--- src/rtl/con_pkg.sv ---
// Shared types and constants for the con-port loader: FSM state, debug view,
// and the default data-memory geometry of the core's con port.
package con_pkg;

  localparam int CON_DATAMEM_BITS = 10;
  localparam int CON_WORD_WIDTH   = 32;

  localparam logic [3:0] CON_WE_FULL = 4'hF;

  typedef enum logic [2:0] {
    ST_IDLE,
    ST_CNT_LO,
    ST_CNT_HI,
    ST_DATA,
    ST_WRITE,
    ST_DONE
  } con_state_e;

  typedef struct packed {
    con_state_e state;
    logic [1:0] byte_idx;
  } con_dbg_t;

  function automatic logic con_state_ready(con_state_e s);
    return (s == ST_CNT_LO) || (s == ST_CNT_HI) || (s == ST_DATA);
  endfunction

endpackage

--- src/rtl/con_loader_if.sv ---
// Byte-stream input and con-port write bundle of the loader.
// Handshake: a byte moves on a posedge where in_valid && in_ready; in_data is held while in_valid waits.
interface con_loader_if
  import con_pkg::*;
#(
  parameter int DATAMEM_BITS = CON_DATAMEM_BITS,
  parameter int WORD_WIDTH   = CON_WORD_WIDTH
) ();

  logic [7:0]              in_data;
  logic                    in_valid;
  logic                    in_ready;
  logic [3:0]              con_write;
  logic [DATAMEM_BITS-1:0] con_addr;
  logic [WORD_WIDTH-1:0]   con_in;

  modport master (
    output in_data, in_valid,
    input  in_ready, con_write, con_addr, con_in
  );

  modport slave (
    input  in_data, in_valid,
    output in_ready, con_write, con_addr, con_in
  );

endinterface

--- src/rtl/con_word_packer.sv ---
// Collects four stream bytes into one 32-bit word; word_o already includes
// the byte being accepted so the full word is available on the 4th accept.
module con_word_packer #(
  parameter bit BYTE_SWAP = 1'b1
) (
  input  logic        CLK,
  input  logic        nrst,
  input  logic        clr_i,
  input  logic        accept_i,
  input  logic [7:0]  byte_i,
  output logic [31:0] word_o,
  output logic        word_full_o,
  output logic [1:0]  byte_idx_o
);

  logic [23:0] sr_q;
  logic [23:0] sr_d;
  logic [1:0]  idx_q;

  // BYTE_SWAP=1 shifts left (first byte ends in [31:24]); 0 shifts right.
  assign word_o      = BYTE_SWAP ? {sr_q, byte_i} : {byte_i, sr_q};
  assign sr_d        = BYTE_SWAP ? word_o[23:0] : word_o[31:8];
  assign word_full_o = accept_i && (idx_q == 2'd3);
  assign byte_idx_o  = idx_q;

  always_ff @(posedge CLK) begin
    if (!nrst || clr_i) begin
      sr_q  <= '0;
      idx_q <= '0;
    end else if (accept_i) begin
      sr_q  <= sr_d;
      idx_q <= idx_q + 2'd1;
    end
  end

endmodule

--- src/rtl/con_loader.sv ---
// Loads a counted frame of 32-bit words from a byte stream into data memory
// through the core's con port, holding the core in reset until the frame ends.
module con_loader
  import con_pkg::*;
#(
  parameter int DATAMEM_BITS = CON_DATAMEM_BITS,
  parameter int WORD_WIDTH   = CON_WORD_WIDTH,
  parameter bit BYTE_SWAP    = 1'b1
) (
  input  logic            CLK,
  input  logic            nrst,
  input  logic            start,
  con_loader_if.slave     bus,
  output logic            core_nrst,
  output logic            load_done,
  output logic            ovf,
  output con_dbg_t        dbg
);

  con_state_e              state_q;
  logic [7:0]              cnt_lo_q;
  logic [15:0]             remaining_q;
  logic [DATAMEM_BITS:0]   addr_q;
  logic [3:0]              con_write_q;
  logic [DATAMEM_BITS-1:0] con_addr_q;
  logic [WORD_WIDTH-1:0]   con_in_q;
  logic                    core_nrst_q;
  logic                    load_done_q;
  logic                    ovf_q;

  logic        in_ready;
  logic        accept;
  logic        start_ok;
  logic        addr_in_range;
  logic [31:0] word;
  logic        word_full;
  logic [1:0]  byte_idx;

  assign in_ready      = con_state_ready(state_q);
  assign accept        = bus.in_valid && in_ready;
  assign start_ok      = start && ((state_q == ST_IDLE) || (state_q == ST_DONE));
  assign addr_in_range = !addr_q[DATAMEM_BITS];

  con_word_packer #(
    .BYTE_SWAP (BYTE_SWAP)
  ) u_packer (
    .CLK         (CLK),
    .nrst        (nrst),
    .clr_i       (start_ok),
    .accept_i    (accept && (state_q == ST_DATA)),
    .byte_i      (bus.in_data),
    .word_o      (word),
    .word_full_o (word_full),
    .byte_idx_o  (byte_idx)
  );

  always_ff @(posedge CLK) begin
    if (!nrst) begin
      state_q     <= ST_IDLE;
      cnt_lo_q    <= '0;
      remaining_q <= '0;
      addr_q      <= '0;
      con_write_q <= '0;
      con_addr_q  <= '0;
      con_in_q    <= '0;
      core_nrst_q <= 1'b0;
      load_done_q <= 1'b0;
      ovf_q       <= 1'b0;
    end else begin
      con_write_q <= '0;
      unique case (state_q)
        ST_IDLE, ST_DONE: begin
          if (start) begin
            state_q     <= ST_CNT_LO;
            addr_q      <= '0;
            ovf_q       <= 1'b0;
            core_nrst_q <= 1'b0;
            load_done_q <= 1'b0;
          end
        end
        ST_CNT_LO: begin
          if (accept) begin
            cnt_lo_q <= bus.in_data;
            state_q  <= ST_CNT_HI;
          end
        end
        ST_CNT_HI: begin
          if (accept) begin
            remaining_q <= {bus.in_data, cnt_lo_q};
            if ({bus.in_data, cnt_lo_q} == 16'd0) begin
              state_q     <= ST_DONE;
              core_nrst_q <= 1'b1;
              load_done_q <= 1'b1;
            end else begin
              state_q <= ST_DATA;
            end
          end
        end
        ST_DATA: begin
          // Strobe and data are loaded here so they are visible during WRITE.
          if (word_full) begin
            state_q <= ST_WRITE;
            if (addr_in_range) begin
              con_write_q <= CON_WE_FULL;
              con_addr_q  <= addr_q[DATAMEM_BITS-1:0];
              con_in_q    <= word;
            end else begin
              ovf_q <= 1'b1;
            end
          end
        end
        ST_WRITE: begin
          remaining_q <= remaining_q - 16'd1;
          // addr saturates at depth so a long frame cannot wrap back into memory.
          if (addr_in_range) addr_q <= addr_q + 1'b1;
          if (remaining_q == 16'd1) begin
            state_q     <= ST_DONE;
            core_nrst_q <= 1'b1;
            load_done_q <= 1'b1;
          end else begin
            state_q <= ST_DATA;
          end
        end
        default: state_q <= ST_IDLE;
      endcase
    end
  end

  assign bus.in_ready  = in_ready;
  assign bus.con_write = con_write_q;
  assign bus.con_addr  = con_addr_q;
  assign bus.con_in    = con_in_q;
  assign core_nrst     = core_nrst_q;
  assign load_done     = load_done_q;
  assign ovf           = ovf_q;
  assign dbg.state     = state_q;
  assign dbg.byte_idx  = byte_idx;

endmodule

--- src/flat_wrapper.sv ---
// flat-port wrapper written by rule: the top's interface ports become plain ports
module con_loader_flat import con_pkg::*;
#(
  parameter int DATAMEM_BITS = CON_DATAMEM_BITS,
  parameter int WORD_WIDTH   = CON_WORD_WIDTH,
  parameter bit BYTE_SWAP    = 1'b1
)
  (CLK, nrst, start, core_nrst, load_done, ovf, dbg, bus_in_data, bus_in_valid, bus_in_ready, bus_con_write, bus_con_addr, bus_con_in);
  con_loader_if #(.DATAMEM_BITS(DATAMEM_BITS), .WORD_WIDTH(WORD_WIDTH)) bus_i ();
  input  logic CLK;
  input  logic nrst;
  input  logic start;
  output logic core_nrst;
  output logic load_done;
  output logic ovf;
  output con_dbg_t dbg;
  input wire logic [$bits(bus_i.in_data)-1:0] bus_in_data;
  input wire logic [$bits(bus_i.in_valid)-1:0] bus_in_valid;
  output wire logic [$bits(bus_i.in_ready)-1:0] bus_in_ready;
  output wire logic [$bits(bus_i.con_write)-1:0] bus_con_write;
  output wire logic [$bits(bus_i.con_addr)-1:0] bus_con_addr;
  output wire logic [$bits(bus_i.con_in)-1:0] bus_con_in;
  assign bus_i.in_data = bus_in_data;
  assign bus_i.in_valid = bus_in_valid;
  assign bus_in_ready = bus_i.in_ready;
  assign bus_con_write = bus_i.con_write;
  assign bus_con_addr = bus_i.con_addr;
  assign bus_con_in = bus_i.con_in;
  con_loader #(.DATAMEM_BITS(DATAMEM_BITS), .WORD_WIDTH(WORD_WIDTH), .BYTE_SWAP(BYTE_SWAP)) u_core (.CLK(CLK), .nrst(nrst), .start(start), .bus(bus_i), .core_nrst(core_nrst), .load_done(load_done), .ovf(ovf), .dbg(dbg));
endmodule
--- config.mk ---
export PLATFORM = sky130hd
export DESIGN_NAME = con_loader_flat
export DESIGN_NICKNAME = d
export VERILOG_FILES = /design/src/rtl/con_pkg.sv /design/src/rtl/con_loader_if.sv /design/src/rtl/con_word_packer.sv /design/src/rtl/con_loader.sv /design/src/flat_wrapper.sv
export SDC_FILE = /design/constraint.sdc
export NUM_CORES = 1
export LEC_CHECK = 0
export CORE_ASPECT_RATIO = 1.1
export CORE_MARGIN = 8
export CORE_UTILIZATION = 54
export CTS_BUF_LIST = sky130_fd_sc_hd__clkbuf_16
export DETAILED_ROUTE_END_ITERATION = 10
export PLACE_DENSITY_LB_ADDON = 0.12
export SYNTH_ARGS = -nofsm -noshare
export SYNTH_HDL_FRONTEND = slang
export SYNTH_SLANG_ARGS = --single-unit
export TNS_END_PERCENT = 10
--- constraint.sdc ---
create_clock -name CLK -period 2.05 [get_ports CLK]
set_input_delay 0.205 -clock CLK [delete_from_list [all_inputs] [get_ports CLK]]
set_output_delay 0.205 -clock CLK [all_outputs]
set_load 0.02 [all_outputs]
==> summary.md, run 1 <==
| Metric | Value |
|---|---|
| Status | `complete, no violations` |
| Yosys warns | `0` |
| Mapped Nets | `596` |
| Maxcap violations | `0` |
| GRT Overall Usage | `20.0%` |
| DR iter-0 viols | `253` |
| Layout area overhead | `26.1%` |
| Post-Synth XOR/XNOR Area | `0.376%` |
| Setup crit start | `u_core.state_q[0]` |
| Largest family of logic cells by synthesized area | `simple AND/OR/NAND/NOR gates` |
| Worst hold path type | `reg2reg` |
| RSZ-0062 raised after global routing | `no` |
| Crit end category | `output port` |
| Setup bufs post-CTS | `0` |
| Antenna-violating nets left | `0` |
| GPL Wtd Cong | `0.910` |
| Effective utilization at floorplan | `55.7%` |
| Ant diodes | `0` |
| WS Path Type | `reg2out` |
| CTS tree | `yes` |
| Worst EP required | `1.85 ns` |
| HPWL after DPL | `8.24 mm` |
| Gate power share | `10.1%` |
| Filler cells | `687` |
| Sequential power share | `51.2%` |
| Most frequent cells in the layout | `nand2_1 (159), dfxtp_1 (107), a21oi_1 (89), clkdlybuf4s50_1 (66), buf_4 (37)` |
| Via density | `5.71` |
| Vias in the first global route | `4098` |
| Crit-path leading delay family | `buffers and inverters` |
| TritonCTS Buffers | `9` |
| Die H | `113 um` |
| Number of synthesized flops with an enable pin | `0` |
| Worst IR drop on VDD | `0.487 mV` |
| Remaining global-route overflow | `0` |
| Design area | `5880 sq um` |
| Cells after Synth | `580` |
| Worst-Margin Slew | `0.616 ns` |
| Final Util | `70.3%` |
| Compound-Gate Fraction of Synth Area | `18.4%` |
| Sw Ratio | `25.8%` |
| Max frequency | `0.510 GHz` |
| Multiplexer share of the synthesized area | `2.17%` |
| Multi-input gate area | `2260 sq um` |
| Final TNS setup | `0 ns` |
| Share of cells above drive strength 1 | `10.2%` |
| Commonest non-fill, non-tap cell in the layout | `nand2_1` |
| Slew headroom | `58.8%` |
| Post-synthesis sequential area ratio | `46.8%` |
| Seq cells post-synth | `109` |
| Worst-Skew Late Latency | `0.34 ns` |
| Power per cell area | `728 nW/um^2` |
| Final min period | `1.96 ns` |
| Synth cell types | `54` |
| Nets | `668` |
| Syn_area_per_cell | `8.04 sq um` |
| CP max FO | `15` |
| Fin. Hold Viols | `0` |
| Main flop type after synthesis | `dfxtp_1` |
| Worst path max stage delay | `0.62 ns` |
| Clock power share | `38.7%` |
| Hold buffer count at cts | `0` |
| Placed cell areas | `5590 sq um` |
| Fin crit share | `95.6%` |
| Psw | `1.10 mW` |
| Worst-path clk slew | `0.08 ns` |
| Post-Synth Simple-Gate Area | `26.1%` |
| DR WL/cell | `15.3 um` |
| Number of core rows | `35` |
| Critical path launch point type | `flop` |
| Synth Area in Adders | `1.07%` |
| Drc violations | `0` |
| Root Driver | `clkbuf_16` |
| Global-route wire length before repair | `20.1 mm` |
| Leakage Power | `1.95 nW` |
| Skew final | `0.00721 ns` |
| Area of the core | `8360 sq um` |
| Largest net degree at the start of global routing | `57` |
| Htree depth | `3` |
| WL final | `11.7 mm` |
| Resized cells post-CTS | `2` |
| R2R Path Start | `u_core.state_q[2]` |
| FFs w/ async S/R, synth | `0%` |
| Register area | `2180 sq um` |
| Mapped Area | `4660 sq um` |
| Initial antenna violation count | `0` |
| CP Cell Sequence | `inv_1 > a21oi_1 > clkdlybuf4s50_1` |
| Floorplan die width | `105 um` |
| HP Start | `u_core.bus.con_in[25]` |
| Internal cell power | `3.17 mW` |
| CP max stage cell | `clkdlybuf4s50_1` |
| WP data arrival | `1.76 ns` |
| PortBufs | `66` |
| Final number of setup-violating endpoints | `0` |
| Die ar. | `11900 sq um` |
| Drt pass-1 iters | `5` |
| Via count | `4377` |
| Max clock buf depth | `2` |
| CTS sink cnt | `109` |
| Ports | `67` |
| CP Buf/Inv Count | `2` |
| Max Slew Vio Count | `0` |
-- cells in the mapped netlist (all sizes together) (2+ instances only) --
library cell,number,share of area (%)
o22ai,2,0.27
nor4,8,1.7
a211oi,2,0.32
nor2,26,2.1
o31ai,6,0.97
nand2b,3,0.40
xnor2,2,0.38
dfxtp,109,47
inv,9,0.72
nand4,7,0.94
ha,4,1.1
a221oi,3,0.56
a21oi,89,9.6
o21ai,11,1.2
a32oi,3,0.56
a22oi,2,0.32
nand3,9,0.97
nor3b,3,0.70
clkbuf,26,2.1
a2bb2oi,4,0.75
nand4b,4,0.75
or3,5,0.67
nor2b,5,0.67
nor4b,2,0.38
nand2,159,13
a31oi,8,1.1
and4,3,0.56
buf,18,2.2
mux2i,9,1.9
nor3,10,1.3
o221a,2,0.48
o211ai,5,0.81
or4,8,1.3
-- power groups by stage --
stage | Sequential [mW] | Combinational, mW | Clock (mW)
floorplan | 2.23 | 0.258 | 0
global placement | 2.24 | 0.422 | 0
detailed placement | 2.24 | 0.427 | 0
CTS | 2.19 | 0.429 | 1.68
global route | 2.20 | 0.469 | 1.76
finish | 2.19 | 0.431 | 1.65
-- worst register-to-register path, cell delays in order (launching register included) --
cell     delay, ns
dfxtp_1       0.49
nor3b_2       0.51
nand2_1       0.20
or4_1         0.42
a31oi_1       0.16
-- final cells by class --
cell class / count / area share, %
clock buffers: 9 / 3.83
clock inverters: 6 / 1.02
inverters: 9 / 0.575
multi-input cells: 418 / 38.4
flip-flops and latches: 109 / 37.2
well taps: 111 / 2.36
repair buffers: 105 / 16.6
-- final timing paths --
kind                                         endpoint  slack, ns  cells after the start
worst min register to register  u_core.bus.con_in[25]       0.45                      2
worst max-delay path                     bus_in_ready       0.09                      3
worst max register to register  u_core.remaining_q[4]       0.20                      4
worst min-delay path            u_core.bus.con_in[25]       0.45                      2
-- per-stage QoR --
stage                     hold slack [ns]  power [mW]  std cells  setup WS (ns)
after floorplan                     0.341        2.49        580          0.282
after global placement              0.442        2.66        752          0.181
after detailed placement            0.445        2.67        752          0.128
after CTS                           0.455        4.30        767         0.0903
after global routing                0.471        4.42        767         0.0200
final                               0.454        4.28        767         0.0897
-- routing by layer --
metal / GRT usage [%] / part of all wire [%] / vias up
met2: 31.9 / 48 / 122
met4: 7.52 / 1.7 / 0
met3: 5.02 / 6.0 / 17
met5: 0 / 0 / -
li1: - / - / 2176
met1: 25.6 / 45 / 2062
-- state kept, by name (all words and copies together) (netlist names) --
name                        count
u_core.bus.con_in              32
u_core.u_packer.sr_q           24
u_core.remaining_q             16
u_core.addr_q                  11
u_core.bus.con_addr            10
u_core.cnt_lo_q                 8
u_core.state_q                  3
u_core.u_packer.byte_idx_o      2
u_core.bus.con_write            1
u_core.core_nrst                1
u_core.ovf                      1
-- cells by family (layout without fill, tap and decap cells) --
logic type      count (synthesis)  in the layout
xor+xnor                        2              2
simple gates                  257            257
compound gates                145            145
mux                            10             10
flops                         109            109
buf+inv                        53            129
fa+ha+maj                       4              4
Power figures use the tool's default switching activity.
==> run 2: changes to the inputs <==
--- a/config.mk
+++ b/config.mk
@@ -10,7 +10,7 @@
 export CORE_UTILIZATION = 54
 export CTS_BUF_LIST = sky130_fd_sc_hd__clkbuf_16
 export DETAILED_ROUTE_END_ITERATION = 10
-export PLACE_DENSITY_LB_ADDON = 0.12
+export PLACE_DENSITY = 0.79
 export SYNTH_ARGS = -nofsm -noshare
 export SYNTH_HDL_FRONTEND = slang
 export SYNTH_SLANG_ARGS = --single-unit
==> summary.md, run 2 (synthesis results as in run 1) <==
| Metric | Value |
|---|---|
| Setup ws final | `0.122 ns (+0.0323 ns)` |
| Via count | `4403 (+0.59%)` |
| DR iter-0 viols | `378 (+49%)` |
| R2r worst-path depth | `4 (unchanged)` |
| Worst EP required | `1.85 ns (about the same)` |
| Placed Cells | `747 (-0.66%)` |
| Maxcap violations | `0 (unchanged)` |
| Psw | `1.13 mW (+2.1%)` |
| Worst-Margin Slew | `0.693 ns (+0.0765 ns)` |
| RSZ-0062 raised after global routing | `no` |
| Drc violations | `0 (unchanged)` |
| Final min period | `1.93 ns (-0.0323 ns)` |
| Area of the core | `8360 sq um (unchanged)` |
| Clock power share | `39.1% (+0.4 points)` |
| Max clock buf depth | `2 (unchanged)` |
| Root Driver | `clkbuf_16` |
| Tot Pwr | `4.31 mW (+0.73%)` |
| Htree depth | `3 (unchanged)` |
| Worst-Skew Late Latency | `0.34 ns (about the same)` |
| Global-route wire length before repair | `20.6 mm (+2.8%)` |
| Crit end category | `output port` |
| WS Path Type | `reg2out` |
| Max Slew Vio Count | `0 (unchanged)` |
| Die ar. | `11900 sq um (unchanged)` |
| Fin. Hold Viols | `0 (unchanged)` |
| CP max stage cell | `clkdlybuf4s50_1` |
| Initial antenna violation count | `0 (unchanged)` |
| Leakage Power | `1.95 nW (about the same)` |
| Die H | `113 um (unchanged)` |
| Effective utilization at floorplan | `55.7% (unchanged)` |
| Final number of setup-violating endpoints | `0 (unchanged)` |
| DR WL/cell | `16.0 um (+4.6%)` |
| Pre-CTS setup slack | `0.0942 ns (-0.0334 ns)` |
| Layout area overhead | `25.8%` |
| Largest net degree at the start of global routing | `68 (+19%)` |
| Antenna-violating nets left | `0 (unchanged)` |
| WP data arrival | `1.72 ns (-0.04 ns)` |
| Max reg flops | `32 (unchanged)` |
| CP max FO | `9 (-6)` |
| Hold buffer count at cts | `0 (unchanged)` |
| WL final | `12.2 mm (+4.1%)` |
| Power per cell area | `735 nW/um^2 (+0.99%)` |
| Slew headroom | `53.6% (-5.1 points)` |
| Most frequent cells in the layout | `nand2_1 (159), dfxtp_1 (107), a21oi_1 (89), clkdlybuf4s50_1 (65), buf_4 (31)` |
| CP Cell Sequence | `buf_4 > clkdlybuf4s50_1` |
| Share of cells above drive strength 1 | `9.51% (-0.70 points)` |
| R2R Path Start | `u_core.remaining_q[11]` |
| Worst-path clk slew | `0.08 ns (about the same)` |
| HP Start | `u_core.bus.con_addr[4]` |
| Setup crit start | `u_core.state_q[2]` |
| Worst hold stages | `2 (unchanged)` |
| Status | `complete, no violations` |
| Worst IR drop on VDD | `0.406 mV (-17%)` |
| Placed cell areas | `5560 sq um (-0.45%)` |
| Final TNS setup | `0 ns (unchanged)` |
| Vias in the first global route | `4204 (+2.6%)` |
| Drt pass-1 iters | `5 (unchanged)` |
| Floorplan die width | `105 um (unchanged)` |
| Sequential power share | `50.9% (-0.3 points)` |
| CTS sink cnt | `109 (unchanged)` |
| Final std cells w/o fill | `763 (-0.52%)` |
| Skew final | `0.00875 ns (+0.00154 ns)` |
| TritonCTS Buffers | `9 (unchanged)` |
| Sw Ratio | `26.2% (+0.34 points)` |
| CTS tree | `yes` |
| Design area | `5860 sq um (-0.26%)` |
| HPWL after DPL | `8.46 mm (+2.6%)` |
| Max frequency | `0.519 GHz (+1.7%)` |
| GRT Overall Usage | `20.5% (+0.49 points)` |
| Worst hold slack | `0.453 ns (-0.000786 ns)` |
| GPL Wtd Cong | `0.906 (-0.45%)` |
| Number of core rows | `35 (unchanged)` |
| Internal cell power | `3.18 mW (+0.26%)` |
| Final Util | `70.1% (-0.18 points)` |
| Worst hold path type | `reg2reg` |
| Commonest non-fill, non-tap cell in the layout | `nand2_1` |
| Nets | `663 (-0.75%)` |
| Ant diodes | `0 (unchanged)` |
| Setup bufs post-CTS | `0 (unchanged)` |
| Critical path launch point type | `flop` |
| Ports | `67 (unchanged)` |
| Via density | `5.77 (+1.1%)` |
| Remaining global-route overflow | `0 (unchanged)` |
| Gate power share | `10.0% (about the same)` |
| PortBufs | `66 (unchanged)` |
| Fin crit share | `94.0% (-1.6 points)` |
| Worst path max stage delay | `0.62 ns (about the same)` |
[run 2: cell types whose count changed in the layout (fill, tap and decap cells not counted)]
cell and change:
buf_12 +1, buf_4 -6, clkdlybuf4s50_1 -1, clkinv_1 +1, clkinvlp_4 -1, dlymetal6s2s_1 +1
inv_8 +1
[run 2: routing by layer]
layer,up-vias,wire length [um],GRT usage (%),part of all wire (%)
met5,-,0,0,0
met4,0,170,7.71,1.4
met3,15,694,3.55,5.7
met2,135,5930,34.5,49
met1,2095,5410,25.7,44
li1,2158,-,-,-
[run 2: final cells by class]
class | count | area (sq um)
Multi-Input combinational cell | 418 | 2260
Inverter | 9 | 33.8
Fill cell | 702 | 2500
Sequential cell | 109 | 2180
Clock buffer | 9 | 225
Tap cell | 111 | 139
Clock inverter | 7 | 67.6
Timing Repair Buffer | 100 | 956
[run 2: critical path: cells and delay by family (launching register included)]
kind | cells | cell delay (ns)
buffers and inverters | 2 | 0.86
DFF | 1 | 0.53
[run 2: what timing repair did]
item / CTS / global route
pin swaps: 0 / 0
resized for setup: 2 / 1
endpoints found under the setup margin: 1 / 1
hold endpoints to repair: 0 / 0
gates cloned: 0 / 0
[run 2: path summary, 6_finish.rpt]
check,endpoint,slack (ns)
worst max-delay path,dbg[4],0.12
worst min-delay path,u_core.bus.con_addr[4],0.45
worst max register to register,u_core.state_q[1],0.20
worst min register to register,u_core.bus.con_addr[4],0.45
[run 2: power groups by stage]
stage,Combinational [mW],Sequential (mW),Clock (mW)
after floorplan,0.258,2.23,0
after global routing,0.467,2.20,1.80
after CTS,0.430,2.19,1.71
after detailed placement,0.429,2.24,0
after global placement,0.419,2.24,0
final,0.431,2.19,1.69
==> run 3: changes to the inputs <==
==> constraint.sdc (replaced) <==
create_clock -name CLK -period 1.94 [get_ports CLK]
set_input_delay 0.194 -clock CLK [delete_from_list [all_inputs] [get_ports CLK]]
set_output_delay 0.194 -clock CLK [all_outputs]
set_load 0.02 [all_outputs]
==> summary.md, run 3 (synthesis results as in run 1) <==
| Metric | Value |
|---|---|
| Clock power share | `41.2% (+2.1 points)` |
| Final min period | `1.85 ns` |
| Met2 usage | `33.5% (-1.0 points)` |
| Fin. Hold Viols | `0 (unchanged)` |
| Slew headroom | `53.2% (-0.43 points)` |
| Most frequent cells in the layout | `nand2_1 (159), dfxtp_1 (107), a21oi_1 (89), clkdlybuf4s50_1 (65), buf_4 (38)` |
| TritonCTS Buffers | `9 (unchanged)` |
| Worst-Skew Late Latency | `0.35 ns (about the same)` |
| Htree depth | `3 (unchanged)` |
| Most used routing layer | `met2` |
| CTS sink cnt | `109 (unchanged)` |
| Commonest non-fill, non-tap cell in the layout | `nand2_1` |
| Skew final | `0.0135 ns (+0.00479 ns)` |
| Floorplan die width | `105 um (unchanged)` |
| Area of the core | `8360 sq um (unchanged)` |
| CTS tree | `yes` |
| CP Cell Sequence | `buf_4 > clkdlybuf4s50_1` |
| Internal cell power | `3.52 mW (+11%)` |
| Leakage Power | `2.01 nW (+3.0%)` |
| CP max stage cell | `clkdlybuf4s50_1` |
| PortBufs | `66 (unchanged)` |
| Max Slew Vio Count | `0 (unchanged)` |
| Via density | `5.66 (-1.9%)` |
| Max reg flops | `32 (unchanged)` |
| Vias in the first global route | `4131 (-1.7%)` |
| Antenna-violating nets left | `0 (unchanged)` |
| Share of cells above drive strength 1 | `10.9% (+1.4 points)` |
| Die ar. | `11900 sq um (unchanged)` |
| Psw | `1.22 mW (+8.3%)` |
| Number of core rows | `35 (unchanged)` |
| Effective utilization at floorplan | `55.7% (unchanged)` |
| HPWL after DPL | `8.46 mm (about the same)` |
| Final number of setup-violating endpoints | `0 (unchanged)` |
| Worst IR drop on VDD | `0.457 mV (+12%)` |
| Drc violations | `0 (unchanged)` |
| Global-route wire length before repair | `20.5 mm (-0.64%)` |
| Status | `complete, no violations` |
| Sequential power share | `48.8% (-2.1 points)` |
| Via count | `4365 (-0.86%)` |
| Ports | `67 (unchanged)` |
| Crit end category | `output port` |
| Ant diodes | `0 (unchanged)` |
| Sw Ratio | `25.8% (-0.40 points)` |
| Setup bufs post-CTS | `0 (unchanged)` |
| Max clock buf depth | `2 (unchanged)` |
| Nets | `671 (+1.2%)` |
| Setup ws final | `0.0914 ns (-0.0306 ns)` |
| GRT Overall Usage | `20.4% (-0.087 points)` |
| Initial antenna violation count | `0 (unchanged)` |
| Max frequency | `0.541 GHz` |
| RSZ-0062 raised after global routing | `no` |
| Largest net degree at the start of global routing | `58 (-15%)` |
| Gate power share | `10.1% (about the same)` |
| Grt met1 use | `26.1% (+0.40 points)` |
| WP data arrival | `1.65 ns (-0.07 ns)` |
| CP max FO | `10 (+1)` |
| Die H | `113 um (unchanged)` |
| Pre-CTS setup slack | `0.0931 ns (-0.00116 ns)` |
| Critical path launch point type | `flop` |
| Final TNS setup | `0 ns (unchanged)` |
| Root Driver | `clkbuf_16` |
| DR iter-0 viols | `321 (-15%)` |
| Worst EP required | `1.75 ns (-0.10 ns)` |
| Worst hold path type | `reg2reg` |
| Drt pass-1 iters | `4 (-1)` |
| Hold buffer count at cts | `0 (unchanged)` |
| Worst-path clk slew | `0.08 ns (about the same)` |
| DR WL/cell | `15.5 um (-2.7%)` |
| GPL Wtd Cong | `0.885 (-2.3%)` |
| Resized cells post-CTS | `2 (unchanged)` |
| Maxcap violations | `0 (unchanged)` |
| Worst path max stage delay | `0.62 ns (about the same)` |
| Worst-Margin Slew | `0.699 ns (+0.00646 ns)` |
| M3 GR Usage | `4.51% (+0.96 points)` |
| WL final | `12.0 mm (-1.7%)` |
| Final Util | `71.4% (+1.3 points)` |
| WS Path Type | `reg2out` |
| Worst hold slack | `0.453 ns (+0.000567 ns)` |
| Crit-path leading delay family | `buffers and inverters` |
| Layout area overhead | `28.2%` |
| Power per cell area | `793 nW/um^2 (+8.0%)` |
| Remaining global-route overflow | `0 (unchanged)` |
| CP Buf/Inv Count | `2 (unchanged)` |
| Fin crit share | `95.3%` |
[run 3: changes by cell type in the layout (fill, tap and decap cells not counted)]
cell and delta:
buf_12 +1, buf_4 +7, bufinv_16 +1, clkinv_1 -1, clkinv_4 -1, clkinv_8 +1
nor4_1 -1, nor4_2 +1
[run 3: metal layers]
metal	up-vias	wire, um	share of wire, %
met5	-	0	0
met4	0	119	0.99
met3	8	699	5.8
met2	113	5740	48
met1	2071	5430	45
li1	2173	-	-
[run 3: worst paths after layout]
kind	slack (ns)	startpoint	to	cells past startpoint
worst min-delay path	0.45	u_core.bus.con_addr[3]	u_core.bus.con_addr[3]	2
worst min register to register	0.45	u_core.bus.con_addr[3]	u_core.bus.con_addr[3]	2
worst max register to register	0.12	u_core.addr_q[0]	u_core.addr_q[8]	5
worst max-delay path	0.09	u_core.state_q[2]	dbg[4]	2
[run 3: area by class of cell]
class / count / area [sq um]
fill: 660 / 2390
multi-input combinational: 418 / 2260
sequential: 109 / 2180
tap: 111 / 139
clock inverter: 7 / 101
clock buffer: 9 / 225
inverter: 9 / 33.8
timing repair buffer: 108 / 1030
[run 3: tightest hold or removal path: stages, from the launching register on]
cell and delay, ns:
dfxtp_1 0.31, nand2_1 0.05, a21oi_1 0.05
[run 3: power by group through the flow]
stage | logic, mW | registers, mW | clock network (mW)
finish | 0.477 | 2.31 | 1.95
global route | 0.516 | 2.32 | 2.08
CTS | 0.475 | 2.31 | 1.98
detailed placement | 0.471 | 2.36 | 0
global placement | 0.465 | 2.36 | 0
floorplan | 0.272 | 2.35 | 0
[run 3: per-stage QoR]
| step | std cells | total power [mW] | area [sq um] |
|---|---|---|---|
| after floorplan | 580 | 2.63 | 4660 |
| after global placement | 755 | 2.82 | 5640 |
| after detailed placement | 755 | 2.83 | 5640 |
| after CTS | 771 | 4.76 | 5970 |
| after global routing | 771 | 4.91 | 5970 |
| final | 771 | 4.74 | 5970 |
==> RTL change 1, RTL diff (flow settings as in run 2) <==
`CON_DATAMEM_BITS`: 10 -> 12.
--- a/src/rtl/con_pkg.sv
+++ b/src/rtl/con_pkg.sv
@@ -4,3 +4,3 @@
 
-  localparam int CON_DATAMEM_BITS = 10;
+  localparam int CON_DATAMEM_BITS = 12;
   localparam int CON_WORD_WIDTH   = 32;
Interface: changed (resized bus_con_addr); port bits go from 67 to 69. No check against the original RTL was run, so the function may have changed too.
==> RTL change 1 against run 2 <==
  * Routed wire length grew 3.3%
  * Power grew 30%
  * Core utilization grew 3.3 points
  * Register-to-register slack lost 0.02 ns
  * Clock power grew 72%
  * Setup slack gained 0.053 ns
  * Sequential cell count grew 4
  * Non-clock buffer count is the same
  * Count of clock-buffer cells in the layout grew 8
  * Synthesized area grew 0.38%
  * Cell area grew 5.3%
  * Clock skew grew 0.00064 ns
  * Critical endpoint is now u_core.state_q[1]
==> RTL change 1: results (changes against run 2) <==
ys.flop_type: "dfxtp_1"
pg_seq_mw: 2.26  # +3%
cp.arrival_ns: 2.15  # +0.43 ns
gr-usage-met3_pct: 6.49  # +2.9 points
ff2ff_setup_slack_ns: 0.18  # -0.02 ns
timing.critical_path.slowest_stage_cell: "or3_1"
whs_ns: 0.451  # -0.00169 ns
cp-startpoint: "u_core.remaining_q[7]"
endpoint_kind: "flop"
fin_nets: 676  # +2.0%
fin_skew_ns: 0.00939  # +0.000637 ns
dp_hpwl_um: 8520  # +0.74%
fillers: 654  # -6.8%
stdcell_count: 784  # +2.8%
cts-buffers-inserted: 17  # +8
hp-start: "u_core.bus.con_in[20]"
min_period_ns: 1.87  # -0.0534 ns
swShare_pct: 23.2  # -2.9 points
clk_pin_slew_ns: 0.06  # -0.02 ns
drc: 0  # unchanged
port_buffers: 68  # +3.0%
antenna_found_initial: 0  # unchanged
synthCells: 580  # unchanged
met2_usage_pct: 36.6  # +2.1 points
grt_pass1_wl_um: 20700  # +0.53%
ys_top_cells_by_count: "nand2_1, dfxtp_1, a21oi_1"
met1_usage_pct: 23.8  # -1.9 points
worst_pin_slew_ns: 0.476  # -0.217 ns
p_seq_share_pct: 40.4  # -11 points
clockRootBuffer: "clkbuf_16"
grt_pass1_vias: 4310  # +2.5%
crit_family: "simple AND/OR/NAND/NOR gates"
drt_first_pass_iters: 5  # unchanged
clk_latency_ns: 0.40  # +0.06 ns
p_leak_nw: 2.12  # +8.8%
preCtsSetupSlack_ns: 0.127  # +0.0326 ns
vias_per_cell: 5.71  # -1.1%
wl_per_cell_um: 16.1  # +0.49%
drt_iter0_drc: 336  # -11%
slowest_delay_ns: 0.52  # -0.10 ns
grt_use_total_pct: 21.1  # +0.57 points
ff2ff_path_depth: 5  # +1
hold_end: "u_core.bus.con_in[20]"
pg_comb_mw: 0.433
peakVddDrop_mv: 0.650  # +60%
status: "complete, no violations"
placed_area_mm2: 0.00558  # +0.20%
yosysSeqAreaShare_pct: 48.4  # +1.5 points
place_inst: 752  # +0.67%
cts_max_level: 4  # +1
place_congestion: 0.969  # +6.9%
grt_start_max_net_pins: 46  # -32%
synthTopCellsByArea: "dfxtp_1, nand2_1, a21oi_1"
drive_gt1_share_pct: 11.6  # +2.1 points
path_max_fanout: 6  # -3
post_synth_num_cell_types: 56  # +3.7%
==> RTL change 1: final cells by class <==
| cell class | instances | area, um2 | area share, % |
|---|---|---|---|
| clock buffer | 17 | 425 | 6.90 |
| tap | 111 | 139 | 2.25 |
| clock inverter | 15 | 169 | 2.74 |
| sequential | 113 | 2260 | 36.7 |
| inverter | 8 | 30.0 | 0.487 |
| timing repair buffer | 100 | 957 | 15.5 |
| multi-input combinational | 420 | 2190 | 35.4 |
==> RTL change 1: cell families after synthesis <==
family,count (synthesis),share of synthesized area [%]
simple gates,256,25.5
buf+inv,47,4.92
xor+xnor,2,0.375
flops,113,48.4
compound gates,158,19.8
fa+ha+maj,4,1.07
==> RTL change 1: timing repair <==
action                                  4_1_cts  5_1_grt
hold buffers                                  0        0
endpoints found under the setup margin        1        1
resized for setup                             1        1
endpoints found under the hold margin         0        0
buffers inserted                              0        0
==> RTL change 1: metal layers <==
layer,part of all wire (%),up-vias
li1,-,2172
met1,42,2135
met2,51,152
met3,5.5,16
met4,1.9,0
met5,0,-
==> RTL change 2, RTL diff (config.mk and constraints of run 2) <==
Without the edit above. Put a register stage on the output `dbg`, without a reset. The value now appears one clock later. The other outputs are not delayed to match.
--- a/src/rtl/con_loader.sv
+++ b/src/rtl/con_loader.sv
@@ -18,2 +18,4 @@
 );
+
+  con_dbg_t dbg_d;
 
@@ -135,4 +137,8 @@
   assign ovf           = ovf_q;
-  assign dbg.state     = state_q;
-  assign dbg.byte_idx  = byte_idx;
+  assign dbg_d.state     = state_q;
+  assign dbg_d.byte_idx  = byte_idx;
+
+  always_ff @(posedge CLK) begin
+    dbg <= dbg_d;
+  end
 
Check against the original RTL: not equivalent (Yosys sat finds a counterexample within 4 cycles, from zero or initial values and one cycle with nrst low).
==> RTL change 2 against run 2 <==
  * Synthesized area shrank 0.70%
  * Synthesized cell count shrank 1.6%
  * Maximum frequency grew 2.3%
  * Count of clock-buffer cells in the layout grew 8
  * Cell area grew 3.5%
  * Largest power group is now the clock network
  * Routed wire length grew 2.7%
  * Critical endpoint is now u_core.remaining_q[8]
  * Critical path depth grew 2
  * Power grew 31%
  * Sequential cell count grew 5
  * Setup slack gained 0.043 ns
  * Non-clock buffer count shrank 12
==> RTL change 2: results (changes against run 2) <==
grt_pass1_wl_um: 20900  # +1.4%
placed_area_mm2: 0.00547  # -1.8%
regToRegEndpoint: "u_core.remaining_q[8]"
path_max_fanout: 14  # +5
clk_pin_slew_ns: 0.06  # -0.02 ns
cts-buffers-inserted: 17  # +8
vias: 4412  # +0.20%
place_inst: 733  # -1.9%
drt-total-wl_um: 12500  # +2.7%
vias_per_cell: 5.77  # about the same
fillers: 612  # -13%
diodes: 0  # unchanged
synth.avg_cell_area_um2: 8.11  # +0.87%
drt_iter0_drc: 383  # +1.3%
ys_top_cells_by_count: "nand2_1, dfxtp_1, a21oi_1"
drive_gt1_share_pct: 9.63  # +0.12 points
peakVddDrop_mv: 0.566  # +39%
cts_max_level: 4  # +1
p_leak_nw: 2.10  # +8.0%
synthTopCellsByArea: "dfxtp_1, nand2_1, a21oi_1"
ctsResizeCount: 0  # -2
worst_pin_slew_ns: 0.531  # -0.162 ns
fin_nets: 657  # -0.90%
utilization_pct: 72.5  # +2.5 points
drt_first_pass_iters: 7  # +2
dp_hpwl_um: 8380  # -0.95%
antenna_found_initial: 0  # unchanged
hold_end: "u_core.dbg[1]"
place_congestion: 0.900  # -0.63%
yosysSeqAreaShare_pct: 49.3  # +2.5 points
post_synth_num_cell_types: 62  # +15%
r2r_start: "u_core.state_q[2]"
clk_latency_ns: 0.41  # +0.07 ns
status: "complete, no violations"
holdPathStages: 0  # -2
p_int_mw: 4.24  # +33%
fin_skew_ns: 0.00512  # -0.00363 ns
synth.net_count: 587  # -1.5%
hp-start: "u_core.u_packer.byte_idx_o[1]"
grt_use_total_pct: 21.4  # +0.93 points
ff2ff_setup_slack_ns: 0.17  # -0.03 ns
grt_start_max_net_pins: 72  # +5.9%
## RTL change 2: cell count changes after synthesis, sizes merged, moves of 4 or more
cell,delta
a22oi,+5
a2bb2oi,-4
clkbuf,-7
dfxtp,+5
nor2,+11
o21ai,-4
o31ai,-5
or4,-7
## RTL change 2: final cells by class
class	instances	share of cell area, %
flip-flops and latches	114	37.6
multi-input cells	414	35.4
repair buffers	88	14.5
clock buffers	17	7.01
clock inverters	15	2.85
well taps	111	2.29
inverters	6	0.371
## RTL change 2: metal layers
layer | vias up | part of all wire [%] | GRT usage [%]
met1 | 2045 | 39 | 23.6
met5 | - | 0 | 0
met4 | 0 | 2.9 | 10.0
li1 | 2129 | - | -
met2 | 204 | 51 | 37.5
met3 | 34 | 7.2 | 5.86
## RTL change 2: kinds of logic after synthesis
| group | synth area share, % |
|---|---|
| compound gates | 18.3 |
| xor+xnor | 0.946 |
| fa+ha+maj | 1.08 |
| buf+inv | 4.30 |
| flops | 49.3 |
| mux | 1.73 |
| simple gates | 24.3 |
## RTL change 2: worst max-delay path: stages, from the launching register on
cell	delay, ns
dfxtp_1	0.43
or3b_4	0.52
or3_4	0.44
o311ai_1	0.27
a21oi_1	0.10
## RTL change 2: per-stage QoR
| step | setup WS, ns | hold slack, ns |
|---|---|---|
| after floorplan | 0.432 | 0.341 |
| after global placement | 0.197 | 0.364 |
| after detailed placement | 0.166 | 0.370 |
| after CTS | 0.0610 | 0.382 |
| after global routing | 0.0946 | 0.385 |
| final | 0.165 | 0.378 |
## RTL change 2: power by group through the flow
stage | Sequential (mW) | Clock [mW] | Combinational [mW]
after global placement | 2.33 | 0 | 0.414
after CTS | 2.28 | 2.98 | 0.422
after detailed placement | 2.33 | 0 | 0.419
final | 2.28 | 2.95 | 0.425
after global routing | 2.29 | 3.08 | 0.465
after floorplan | 2.33 | 0 | 0.254
## RTL change 2: worst max-delay path by stage
| stage | start | endpoint | slack (ns) | cells after the start |
|---|---|---|---|---|
| final | u_core.state_q[2] | u_core.remaining_q[8] | 0.17 | 4 |
| after global routing | u_core.state_q[2] | u_core.remaining_q[8] | 0.09 | 4 |
| after CTS | u_core.state_q[1] | bus_in_ready | 0.06 | 4 |
| after detailed placement | start | u_core.addr_q[3] | 0.17 | 6 |
| after global placement | bus_in_data[0] | u_core.core_nrst | 0.20 | 5 |
| after floorplan | u_core.state_q[2] | u_core.remaining_q[6] | 0.43 | 5 |
